$ cat config.mk
export PLATFORM = sky130hd
export DESIGN_NAME = dice_roller_flat
export DESIGN_NICKNAME = d
export VERILOG_FILES = /design/src/rtl/dice_pkg.sv /design/src/rtl/dice_roller_if.sv /design/src/rtl/dice_face_map.sv /design/src/rtl/dice_roller.sv /design/src/flat_wrapper.sv
export SDC_FILE = /design/constraint.sdc
export NUM_CORES = 1
export LEC_CHECK = 0
export BUFFER_PORTS_ARGS = -buffer_cell sky130_fd_sc_hd__clkbuf_2
export CELL_PAD_IN_SITES_DETAIL_PLACEMENT = 0
export CELL_PAD_IN_SITES_GLOBAL_PLACEMENT = 2
export CORE_MARGIN = 4
export CORE_UTILIZATION = 34
export DETAILED_ROUTE_END_ITERATION = 16
export GPL_TIMING_DRIVEN = 0
export PLACE_DENSITY_LB_ADDON = 0.25
export SETUP_SLACK_MARGIN = 0.2
export SLEW_MARGIN = 10
export SYNTH_ARGS = -nofsm -noshare
export SYNTH_HDL_FRONTEND = slang
export SYNTH_HIERARCHICAL = 1
export SYNTH_SLANG_ARGS = --single-unit
$ cat constraint.sdc
create_clock -name clk -period 4.1 [get_ports clk]
set_input_delay 0.82 -clock clk [delete_from_list [all_inputs] [get_ports clk]]
set_output_delay 0.82 -clock clk [all_outputs]
set_load 0.05 [all_outputs]
$ cat src/rtl/dice_pkg.sv
// -----------------------------------------------------------------------------
// dice_pkg
// Shared definitions for the dice roller. This package holds the die codes, the
// per-die face count N and rejection mask M, the roller state enum, and the
// data widths.
// -----------------------------------------------------------------------------
package dice_pkg;

  localparam int RESULT_W = 7;  // 4 x d20 = 80 fits in 7 bits
  localparam int FACE_W   = 5;  // faces 1..20
  localparam int RAND_W   = 5;  // LFSR word width
  localparam int TRY_W    = 5;  // retry counter; MAX_TRIES-1 <= 30

  localparam logic [2:0] DIE_D4      = 3'd0;
  localparam logic [2:0] DIE_D6      = 3'd1;
  localparam logic [2:0] DIE_D8      = 3'd2;
  localparam logic [2:0] DIE_D10     = 3'd3;
  localparam logic [2:0] DIE_D12     = 3'd4;
  localparam logic [2:0] DIE_D20     = 3'd5;
  localparam logic [2:0] DIE_D2      = 3'd6;
  localparam logic [2:0] DIE_D20_ALT = 3'd7;

  typedef enum logic {
    ST_IDLE = 1'b0,
    ST_DRAW = 1'b1
  } state_t;

  // Number of faces N on the die selected by code.
  function automatic logic [FACE_W-1:0] face_count(input logic [2:0] code);
    case (code)
      DIE_D4:  return 5'd4;
      DIE_D6:  return 5'd6;
      DIE_D8:  return 5'd8;
      DIE_D10: return 5'd10;
      DIE_D12: return 5'd12;
      DIE_D2:  return 5'd2;
      default: return 5'd20;  // DIE_D20 and DIE_D20_ALT
    endcase
  endfunction

  // Smallest all-ones mask M covering 0..N-1. Because M < 2N, a rejected
  // sample minus N always lands back inside 0..N-1.
  function automatic logic [RAND_W-1:0] face_mask(input logic [2:0] code);
    case (code)
      DIE_D4:  return 5'd3;
      DIE_D6:  return 5'd7;
      DIE_D8:  return 5'd7;
      DIE_D10: return 5'd15;
      DIE_D12: return 5'd15;
      DIE_D2:  return 5'd1;
      default: return 5'd31;
    endcase
  endfunction

endpackage

$ cat src/rtl/dice_roller_if.sv
// -----------------------------------------------------------------------------
// dice_roller_if
// This interface groups the request and result signals of the dice roller.
//   roll_req     : start request, level-sampled while the roller is idle
//   die_sel      : die code (see dice_pkg)
//   n_dice       : number of dice minus one
//   busy         : roll in progress
//   result_valid : one-cycle pulse when result updates
//   result       : sum of faces, held until the next completed roll
//   last_face    : face of the most recently accepted die
// The master modport is the requester. The slave modport is the roller.
// -----------------------------------------------------------------------------
interface dice_roller_if;

  logic                          roll_req;
  logic [2:0]                    die_sel;
  logic [1:0]                    n_dice;
  logic                          busy;
  logic                          result_valid;
  logic [dice_pkg::RESULT_W-1:0] result;
  logic [dice_pkg::FACE_W-1:0]   last_face;

  modport master (
    output roll_req, die_sel, n_dice,
    input  busy, result_valid, result, last_face
  );

  modport slave (
    input  roll_req, die_sel, n_dice,
    output busy, result_valid, result, last_face
  );

endinterface

$ cat src/rtl/dice_face_map.sv
// -----------------------------------------------------------------------------
// dice_face_map
// This block is a purely combinational rejection-sampling step for one LFSR
// sample.
//   die_code     in  3  latched die code
//   rand_in      in  5  current LFSR word
//   force_accept in  1  retry budget exhausted; fold an out-of-range sample
//   accept       out 1  sample produces a face this cycle
//   face         out 5  accepted face, 1..N (0 when not accepted)
// -----------------------------------------------------------------------------
module dice_face_map
  import dice_pkg::*;
(
  input  logic [2:0]        die_code,
  input  logic [RAND_W-1:0] rand_in,
  input  logic              force_accept,
  output logic              accept,
  output logic [FACE_W-1:0] face
);

  logic [RAND_W-1:0] r;
  logic [FACE_W-1:0] n;

  always_comb begin
    // NOTE: every output gets a default first, so no path can leave one
    // unassigned and infer a latch.
    r      = rand_in & face_mask(die_code);
    n      = face_count(die_code);
    accept = 1'b0;
    face   = '0;
    if (r < n) begin
      accept = 1'b1;
      face   = r + 5'd1;
    end else if (force_accept) begin
      // M < 2N guarantees r - N lies in 0..N-1.
      accept = 1'b1;
      face   = r - n + 5'd1;
    end
  end

endmodule

$ cat src/rtl/dice_roller.sv
// -----------------------------------------------------------------------------
// dice_roller
// This block turns the free-running LFSR stream into fair die rolls and sums
// 1 to 4 dice. It takes one sample per DRAW cycle. A bounded retry count gives
// a fixed worst-case latency of dice*MAX_TRIES+1 cycles.
//   clk      in  1  sole clock, rising edge
//   rst      in  1  synchronous active-high reset
//   rand_in  in  5  LFSR word, new value every cycle
//   bus      slave modport of dice_roller_if (request / result signals)
// Parameter MAX_TRIES (2..31) sets the number of samples per die before
// forced acceptance.
// -----------------------------------------------------------------------------
module dice_roller
  import dice_pkg::*;
#(
  parameter int MAX_TRIES = 16
) (
  input  logic              clk,
  input  logic              rst,
  input  logic [RAND_W-1:0] rand_in,
  dice_roller_if.slave      bus
);

  state_t              state;
  logic [2:0]          die_q;
  logic [1:0]          dice_left;
  logic [TRY_W-1:0]    tries;
  logic [RESULT_W-1:0] acc;

  logic                force_accept;
  logic                accept;
  logic [FACE_W-1:0]   face;
  logic [RESULT_W-1:0] sum;

  assign force_accept = (tries == TRY_W'(MAX_TRIES - 1));
  assign sum          = acc + RESULT_W'(face);

  dice_face_map u_face_map (
    .die_code     (die_q),
    .rand_in      (rand_in),
    .force_accept (force_accept),
    .accept       (accept),
    .face         (face)
  );

  // NOTE: this block holds state only, so it uses non-blocking assignments.
  // Every register then updates from the values of the previous cycle.
  always_ff @(posedge clk) begin
    if (rst) begin
      state            <= ST_IDLE;
      die_q            <= '0;
      dice_left        <= '0;
      tries            <= '0;
      acc              <= '0;
      bus.busy         <= 1'b0;
      bus.result_valid <= 1'b0;
      bus.result       <= '0;
      bus.last_face    <= '0;
    end else begin
      bus.result_valid <= 1'b0;
      case (state)
        ST_IDLE: begin
          if (bus.roll_req) begin
            die_q     <= bus.die_sel;
            dice_left <= bus.n_dice;
            acc       <= '0;
            tries     <= '0;
            bus.busy  <= 1'b1;
            state     <= ST_DRAW;
          end
        end
        ST_DRAW: begin
          if (accept) begin
            bus.last_face <= face;
            tries         <= '0;
            acc           <= sum;
            if (dice_left == 2'd0) begin
              bus.result       <= sum;
              bus.result_valid <= 1'b1;
              bus.busy         <= 1'b0;
              state            <= ST_IDLE;
            end else begin
              dice_left <= dice_left - 2'd1;
            end
          end else begin
            tries <= tries + TRY_W'(1);
          end
        end
        default: state <= ST_IDLE;
      endcase
    end
  end

endmodule

$ cat src/flat_wrapper.sv
// flat-port wrapper written by rule: the top's interface ports become plain ports
module dice_roller_flat import dice_pkg::*;
#(
  parameter int MAX_TRIES = 16
)
  (clk, rst, rand_in, bus_roll_req, bus_die_sel, bus_n_dice, bus_busy, bus_result_valid, bus_result, bus_last_face);
  dice_roller_if bus_i ();
  input  logic clk;
  input  logic rst;
  input  logic [RAND_W-1:0] rand_in;
  input wire logic [$bits(bus_i.roll_req)-1:0] bus_roll_req;
  input wire logic [$bits(bus_i.die_sel)-1:0] bus_die_sel;
  input wire logic [$bits(bus_i.n_dice)-1:0] bus_n_dice;
  output wire logic [$bits(bus_i.busy)-1:0] bus_busy;
  output wire logic [$bits(bus_i.result_valid)-1:0] bus_result_valid;
  output wire logic [$bits(bus_i.result)-1:0] bus_result;
  output wire logic [$bits(bus_i.last_face)-1:0] bus_last_face;
  assign bus_i.roll_req = bus_roll_req;
  assign bus_i.die_sel = bus_die_sel;
  assign bus_i.n_dice = bus_n_dice;
  assign bus_busy = bus_i.busy;
  assign bus_result_valid = bus_i.result_valid;
  assign bus_result = bus_i.result;
  assign bus_last_face = bus_i.last_face;
  dice_roller #(.MAX_TRIES(MAX_TRIES)) u_core (.clk(clk), .rst(rst), .rand_in(rand_in), .bus(bus_i));
endmodule
[After elaboration in Yosys (flattened, before gate mapping)]
Cells that the tools add are included.
Storage, ports and cells
  word-level logic and storage cells: 65
  register bits after elaboration: 32
  output and inout bits: 14
Cells by class
  eq/ne operators: 10
  reductions and logical operators: 11
  bitwise logic cells: 3
  order comparisons: 1
  add/sub/neg operators: 6
  mux-type cells: 25
Operators with widths (count)
  5-bit case mux with 6 select lines: 1
  5-bit 2-to-1 mux: 4
  5-bit case mux with 4 select lines: 1
  5-bit by 1-bit adder with 5-bit output, second input constant: 3
  7-bit 2-to-1 mux: 2
  7-bit case mux with 2 select lines: 1
  5-bit case mux with 2 select lines: 1
  1-bit 2-to-1 mux: 9
  3-bit AND reduction: 3
  2-bit inequality test, second input constant: 4
  7-bit by 5-bit adder with 7-bit output: 1
  3-bit by 2-bit equality test with 1-bit output, second input constant: 2
  3-bit equality test, second input constant: 2
  2-bit 2-to-1 mux: 3
  2-bit AND reduction: 3
  5-bit bitwise AND: 1
  5-bit by 4-bit equality test with 1-bit output, second input constant: 1
  5-bit less-than comparator: 1
  5-bit subtractor: 1
  1-bit case mux with 2 select lines: 2
  2-bit case mux with 2 select lines: 1
  2-bit OR reduction: 2
  3-bit by 1-bit equality test with 1-bit output, second input constant: 1
  3-bit logical NOT: 1
  other kinds (4): 5

[Longest topological paths before layout]
Gate-level depths: netlist of the first run.
  depth after elaboration: 11
  depth in mapped cells: 17
  depth with buffers taken out: 17

[Cells and area by module]
The synthesis of the first run kept the hierarchy.
By module, submodules not included
  dice_roller: times used 1, area an instance 1497.7 µm², seq. area each 640.6 µm², cells an instance 177
  dice_face_map: times used 1, area an instance 407.9 µm², seq. area each 0.0 µm², cells an instance 52

[Worst setup path before layout of the first run]
OpenSTA, ideal clock, no wires.
  kind: input-to-reg
  start point: input port rand_in[1]
  end point: register u_core.acc[6]
  slack: 0.602 ns
  stages: 14
  data arrival time: 3.423 ns
  setup time: 0.074 ns
  path through: and2_1 > inv_1 > ha_1 > inv_1 > fa_1 > a31o_2 > nand2b_1 > nor2b_1 > ha_1 > fa_1 > a211oi_2 > nor2_1 > or4_1 > a31oi_1
On the way
  elaborated cells on any way between the ends: 13
RTL lines
  start, declared: line flat_wrapper.sv:10  | input logic [RAND_W-1:0] rand_in;
  5-bit bitwise AND: line dice_face_map.sv:27  | r = rand_in & face_mask(die_code);
  5-bit less-than comparator: line dice_face_map.sv:31  | if (r < n) begin
  1-bit 2-to-1 mux: line dice_face_map.sv:31
  named net u_core.accept: line dice_roller.sv:31  | logic accept;
  2-bit inequality test (no source line)
  2-bit AND reduction (no source line)
  end signal, assigned: line dice_roller.sv:76  | acc <= sum;
  end, declared: line dice_roller.sv:28  | logic [RESULT_W-1:0] acc;
The timed path passes the listed nets, and every way through them passes these cells. The select of a mux whose other input is x is not followed.
A chain may end at the register's enable or synchronous reset.

[Final worst setup path of the first run]
Same ends and word-level chain as after synthesis.

==> flow_summary.json, run 1 <==
{
  "outcome": "complete, no violations",
  "ant_nets": 0,
  "filler_cell_count": 583,
  "tightest_pin_transition_ps": 588,
  "overall_global_routing_usage_pct": 13.2,
  "detail_route.first_pass.iterations": 4,
  "finalSetupViolations": 0,
  "syn_to_final_growth_pct": 16.3,
  "relSlewSlack_pct": 60.8,
  "post_synth_inst_count": 229,
  "final-max-slew-violation-count": 0,
  "period_needed_ps": 3680,
  "synthesized_nets": 262,
  "cells_on_worst_reg2reg_path": 16,
  "timing.critical_path.from": "rand_in[1]",
  "worst_r2r_endpoint": "u_core/acc[6]$_SDFFE_PP0P_",
  "largest_net_degree_at_the_start_of_global_routing": 11,
  "worst-endpoint-arrival_ps": 3890,
  "synthesis.area_mm2": 0.00191,
  "intPower_mw": 0.538,
  "final.setup.tns_ps": 0,
  "max_cap_viol_count": 0,
  "achievable-frequency_mhz": 271,
  "crit_path_end_kind": "flop",
  "chipHeight_um": 82.9,
  "p_comb_share_pct": 26.6,
  "ctsRootBufferMaster": "clkbuf_8",
  "layout.cells.most_common": "dfxtp_1",
  "tritoncts": "built",
  "cellPowerDensity_mw_per_mm2": 365,
  "diodes": 0,
  "min_period_over_period_pct": 89.9,
  "sequentialPowerShare_pct": 42.4,
  "x_dimension_of_the_die_um": 82.9,
  "cts_num_sinks": 32,
  "design.core.area_mm2": 0.00527,
  "vdd_ir_drop_max_v": 0.000154,
  "clkTransAtPathRegs_ps": 70,
  "power.switching_mw": 0.271,
  "insertion_delay_ps": 280,
  "ctsHtreeMaxLevel": 2,
  "grt_antenna_before_repair": 0,
  "synth-seq-cells": 32,
  "ioPinCount": 27,
  "yosysWarningCount": 6,
  "route.detailed.drc": 0,
  "timing.critical_path.from_type": "input port",
  "detailroute.via_count": 1659,
  "grt_pass1_vias": 1566,
  "path_max_fanout": 9,
  "rsz_0062_raised_after_global_routing": "false",
  "hold_viol": 0,
  "leading_cell_types_in_the_layout_fill_and_taps_excluded": "31 x dfxtp_1, 29 x nand2_1, 26 x clkbuf_2, 22 x a21oi_1, 18 x nor2_1",
  "setup.reg_to_reg.worst_slack_ps": 480,
  "routed_wirelength_mm": 4.46,
  "post_route_cells_drive_above_1_share_pct": 18.3,
  "clock_path_buffers": 2,
  "grt.overflow.total": 0,
  "buffer_ports.inserted": 26,
  "required_ps": 4300,
  "p_leak_nw": 0.949,
  "route.detailed.vias_per_inst": 4.98,
  "clkPwrFrac_pct": 31.0,
  "hold_path_class": "reg2reg",
  "number_of_nets_in_the_final_layout": 295,
  "timing.critical_path.slowest_cell_delay_ps": 440,
  "initial_standard_cell_utilization_of_the_core_pct": 36.2,
  "hold_path_end": "u_core/bus.last_face[2]$_SDFFE_PP0P_",
  "critical-path-slowest-cell": "fa_1",
  "post-route-worst-setup-slack_ps": 416,
  "synth_cell_types": 48,
  "switching_share_pct": 33.5,
  "r2r_start": "u_core/die_q[0]$_SDFFE_PP0P_",
  "ys_seq_area_share_pct": 33.6,
  "grt_first_pass_wirelength_mm": 7.49,
  "final_cells": 333,
  "placed_cells_incl_taps": 325,
  "gp_congestion": 0.802,
  "die_area_mm2": 0.00687,
  "finalClockSkew_ps": 6.26,
  "std_cell_rows": 26,
  "criticalPathCategory": "in2reg",
  "wl_per_cell_um": 13.4,
  "worst_hold_path_cells": 2,
  "synth.avg_cell_area_um2": 8.32,
  "dpl.hpwl_mm": 3.44,
  "drt_iter0_markers": 80,
  "tritoncts.num_buffers": 5,
  "hold_start": "u_core/bus.last_face[2]$_SDFFE_PP0P_",
  "post_cts_buffers": 0,
  "detailedPlace.worstSlack_ps": 141,
  "timing.critical_path.cells": "clkbuf_2 -> and2_1 -> inv_1 -> ha_1 -> inv_1 -> fa_1 -> a31o_2 -> nand2b_1 -> nor2b_1 -> ha_1 -> fa_1 -> a211oi_2 -> nor2_1 -> or4_1 -> a31oi_1"
}
==> power by group through the flow <==
stage / logic (mW) / registers [mW] / clock network [mW]
after global routing: 0.241 / 0.346 / 0.277
after CTS: 0.218 / 0.343 / 0.265
after floorplan: 0.131 / 0.381 / 0
final: 0.215 / 0.343 / 0.251
after global placement: 0.218 / 0.350 / 0
after detailed placement: 0.216 / 0.351 / 0
==> logic make-up (layout without fill, tap and decap cells) <==
| group | after synthesis | in the layout | share of synthesized area [%] |
|---|---|---|---|
| compound gates | 59 | 59 | 19.7 |
| fa+ha+maj | 20 | 20 | 14.7 |
| flops | 32 | 32 | 33.6 |
| buf+inv | 22 | 56 | 4.66 |
| mux | 3 | 3 | 1.58 |
| xor+xnor | 7 | 7 | 3.22 |
| simple gates | 86 | 86 | 22.5 |
==> Yosys cell counts, drive strengths merged <==
cell type,instances,area [um2]
a211oi,6,50.1
a21o,3,23.8
a21oi,22,110
a22oi,3,22.5
a31o,2,17.5
a31oi,2,12.5
a32oi,1,8.76
and2,3,20.0
and2b,1,7.51
and3,6,37.5
buf,5,25.0
clkbuf,1,3.75
dfxtp,32,641
fa,4,80.1
ha,16,200
inv,16,60.1
mux2i,3,30.0
nand2,30,115
nand2b,7,51.3
nand3,6,30.0
nand3b,1,7.51
nand4,1,6.26
nor2,19,78.8
nor2b,2,15.0
nor3,5,25.0
nor4,1,6.26
o2111ai,1,8.76
o21a,1,8.76
o21ai,12,60.1
o22ai,1,6.26
o2bb2ai,1,8.76
o32a,2,20.0
o32ai,2,17.5
or3,2,12.5
or3b,1,8.76
or4,1,7.51
xnor2,3,26.3
xor2,4,35.0
==> area by class of cell <==
class                   instances  area (um2)  share of cell area (%)
repair buffers                 26         130                    5.87
flip-flops and latches         32         642                    29.0
inverters                      16        60.1                    2.71
clock buffers                   6        82.6                    3.72
plain buffers                   6        28.8                    1.30
multi-input cells             175        1180                    53.0
clock inverters                 2        10.0                   0.451
well taps                      70        87.6                    3.95
==> how the worst max path moves through the flow <==
stage | endpoint | slack (ps) | depth (start not counted)
3_5_place_dp | u_core/acc[6]$_SDFFE_PP0P_ | 140 | 15
5_1_grt | u_core/acc[6]$_SDFFE_PP0P_ | 230 | 14
6_report | u_core/acc[6]$_SDFFE_PP0P_ | 420 | 15
4_1_cts | u_core/acc[6]$_SDFFE_PP0P_ | 370 | 16
2_1_floorplan | u_core/acc[6]$_SDFFE_PP0P_ | 600 | 14
3_3_place_gp | u_core/acc[6]$_SDFFE_PP0P_ | 140 | 15
==> state kept, by name, indices dropped and copies added, names as in the netlist <==
register / cells
u_core/dice_left: 2
u_core/bus.busy: 1
u_core/bus.result: 7
u_core/bus.last_face: 5
u_core/acc: 7
u_core/die_q: 3
u_core/bus.result_valid: 1
u_core/tries: 5
u_core/state: 1
==> critical path: cells and delay by family <==
kind            cells  cell delay (ps)
fa+ha+maj           4             1060
compound gates      3              660
simple gates        5             1100
buf+inv             3              230
==> per-stage QoR <==
step	cell area (um2)	hold slack [ps]	power, mW	util (%)
after floorplan	1910	441	0.512	-
after global placement	2120	443	0.568	40.3
after detailed placement	2120	449	0.567	40.3
after CTS	2220	458	0.826	42.0
after global routing	2220	476	0.865	42.1
final	2220	457	0.809	42.1
==> repair_timing <==
| action | in CTS | in global routing |
|---|---|---|
| hold buffers | 0 | 0 |
| gates resized for setup | 0 | 1 |
| setup endpoints to repair | 0 | 1 |
==> per-layer routing <==
| layer | GRT usage (%) | vias up | share of wire (%) |
|---|---|---|---|
| li1 | - | 869 | - |
| met1 | 18.5 | 762 | 51 |
| met2 | 20.4 | 26 | 45 |
| met3 | 3.07 | 2 | 3.4 |
| met4 | 3.57 | 0 | 0.56 |
| met5 | 0 | - | 0 |
No activity file was read; power rests on OpenSTA's default activity.
==> inputs of run 2 (changes only) <==
Settings changed: CORE_ASPECT_RATIO set to 1.2.
==> run 2 against run 1 <==
Net effect: die area about the same; via count increased by 2.4%; clock power about the same; clock skew increased by 1.4 ps; non-clock buffer count unchanged; design area decreased by 0.51%; critical endpoint unchanged; critical path depth increased by 1; combinational power about the same; flip-flop and latch count unchanged; worst hold slack got worse by 0.85 ps.
==> flow_summary.json, run 2 (synthesized netlist as in run 1, its figures left out) <==
{
  "path_max_fanout": 9,
  "tritoncts": "built",
  "syn_to_final_growth_pct": 15.8,
  "detailroute.via_count": 1699,
  "crit_family": "simple AND/OR/NAND/NOR gates",
  "setup.reg_to_reg.worst_slack_ps": 490,
  "cts_num_sinks": 32,
  "number_of_nets_in_the_final_layout": 295,
  "cellPowerDensity_mw_per_mm2": 368,
  "gp_congestion": 0.829,
  "ant_nets": 0,
  "grt.overflow.total": 0,
  "required_ps": 4310,
  "crit_path_end_kind": "flop",
  "ctsHtreeMaxLevel": 2,
  "ioPinCount": 27,
  "route.detailed.vias_per_inst": 5.23,
  "placed_cells_incl_taps": 317,
  "post-route-worst-setup-slack_ps": 491,
  "critical-path-slowest-cell": "dfxtp_1",
  "design.core.area_mm2": 0.00537,
  "final-seq-area_um2": 641,
  "period_needed_ps": 3610,
  "detail_route.first_pass.iterations": 4,
  "layout.cells.most_common": "dfxtp_1",
  "placedInstanceArea_mm2": 0.00211,
  "min_period_over_period_pct": 88.0,
  "leading_cell_types_in_the_layout_fill_and_taps_excluded": "32 x dfxtp_1, 29 x nand2_1, 26 x clkbuf_2, 22 x a21oi_1, 18 x nor2_1",
  "timing.critical_path.cells": "inv_1 -> nand3_1 -> and2_1 -> inv_1 -> ha_1 -> inv_1 -> fa_1 -> a31o_2 -> nand2b_2 -> nor2b_1 -> ha_1 -> fa_1 -> a211oi_2 -> nor2_1 -> or4_1 -> a31oi_1",
  "initial_standard_cell_utilization_of_the_core_pct": 35.5,
  "timing.critical_path.slowest_cell_delay_ps": 440,
  "wl_per_cell_um": 14.0,
  "ctsRootBufferMaster": "clkbuf_8",
  "final.setup.tns_ps": 0,
  "post_route_cells_drive_above_1_share_pct": 17.5,
  "insertion_delay_ps": 280,
  "relSlewSlack_pct": 62.7,
  "vdd_ir_drop_max_v": 0.000194,
  "timing.critical_path.from_type": "flop",
  "route.detailed.drc": 0,
  "std_cell_rows": 29,
  "final-max-slew-violation-count": 0,
  "die_area_mm2": 0.00687,
  "hold_viol": 0,
  "largest_net_degree_at_the_start_of_global_routing": 11,
  "buffer_ports.inserted": 26,
  "finalClockSkew_ps": 7.71,
  "tightest_pin_transition_ps": 560,
  "hold_path_class": "reg2reg",
  "grt_antenna_before_repair": 0,
  "drt_iter0_markers": 74,
  "rsz_0062_raised_after_global_routing": "false",
  "finalInstanceArea_mm2": 0.00221,
  "largestRegisters": "u_core/acc x7, u_core/bus.result x7",
  "area_of_the_multi_input_gates_mm2": 0.00118,
  "grt_first_pass_wirelength_mm": 7.85,
  "diodes": 0,
  "detailedPlace.worstSlack_ps": 133,
  "filler_cell_count": 576,
  "finalSetupViolations": 0,
  "chipHeight_um": 90.0,
  "p_leak_nw": 0.944,
  "worst-endpoint-arrival_ps": 3820,
  "max_cap_viol_count": 0,
  "clock_path_buffers": 2,
  "dpl.hpwl_mm": 3.56,
  "critPathMostFrequentCell": "inv_1",
  "achievable-frequency_mhz": 277,
  "grt_pass1_vias": 1708,
  "overall_global_routing_usage_pct": 14.1,
  "x_dimension_of_the_die_um": 76.3,
  "clkTransAtPathRegs_ps": 70,
  "cts_hold_repair.buffers": 0,
  "path_buf_inv": 3,
  "final_cells": 325,
  "criticalPathCategory": "reg2reg",
  "power_mw": 0.812,
  "tritoncts.num_buffers": 5,
  "routed_wirelength_mm": 4.55,
  "outcome": "complete, no violations"
}
run 2: changes by cell type in the layout (fill, tap and decap cells not counted):
| cell | before | now |
|---|---|---|
| nand2b_1 | 6 | 5 |
| dfxtp_2 | 1 | 0 |
| dfxtp_1 | 31 | 32 |
| nand2b_2 | 0 | 1 |
| clkbuf_1 | 1 | 3 |
| clkinv_2 | 2 | 0 |
run 2: metal layers:
layer / global-route usage [%] / part of all wire [%] / vias up
met2: 24.2 / 49 / 28
met4: 5.59 / 1.7 / 0
met1: 16.6 / 46 / 795
met5: 0 / 0 / -
li1: - / - / 869
met3: 3.50 / 3.6 / 7
run 2: path summary, 6_finish.rpt:
kind                            depth (start not counted)                                   end                                  from
worst max register to register                         16            u_core/acc[6]$_SDFFE_PP0P_          u_core/die_q[0]$_SDFFE_PP0P_
worst min-delay path                                    2  u_core/bus.last_face[1]$_SDFFE_PP0P_  u_core/bus.last_face[1]$_SDFFE_PP0P_
worst min register to register                          2  u_core/bus.last_face[1]$_SDFFE_PP0P_  u_core/bus.last_face[1]$_SDFFE_PP0P_
worst max-delay path                                   16            u_core/acc[6]$_SDFFE_PP0P_          u_core/die_q[0]$_SDFFE_PP0P_
run 2: report_power, final:
group / switching [mW] / internal, mW
Combinational: 0.142 / 0.0754
Clock: 0.115 / 0.137
Sequential: 0.0133 / 0.330
run 2: final cells by class:
class	instances	area share (%)
clock buffer	8	4.08
sequential	32	29.0
multi-input combinational	175	53.4
inverter	16	2.72
tap	62	3.52
timing repair buffer	26	5.90
buffer	6	1.30
run 2: tightest hold or removal path, stage by stage, from the launching register on:
cell and delay (ps):
dfxtp_1 310, nand2_1 50, a21oi_1 50
run 2: stage by stage:
stage                     hold slack (ps)  utilization (%)
after floorplan                       441                -
after global placement                445             39.4
after detailed placement              451             39.4
after CTS                             460             41.0
after global routing                  477             41.1
final                                 456             41.1
run 2: repair_timing:
| item | 4_1_cts | 5_1_grt |
|---|---|---|
| gates resized for setup | 0 | 1 |
| buffers inserted | 0 | 0 |
| hold endpoints to repair | 0 | 0 |
| endpoints found under the setup margin | 0 | 2 |
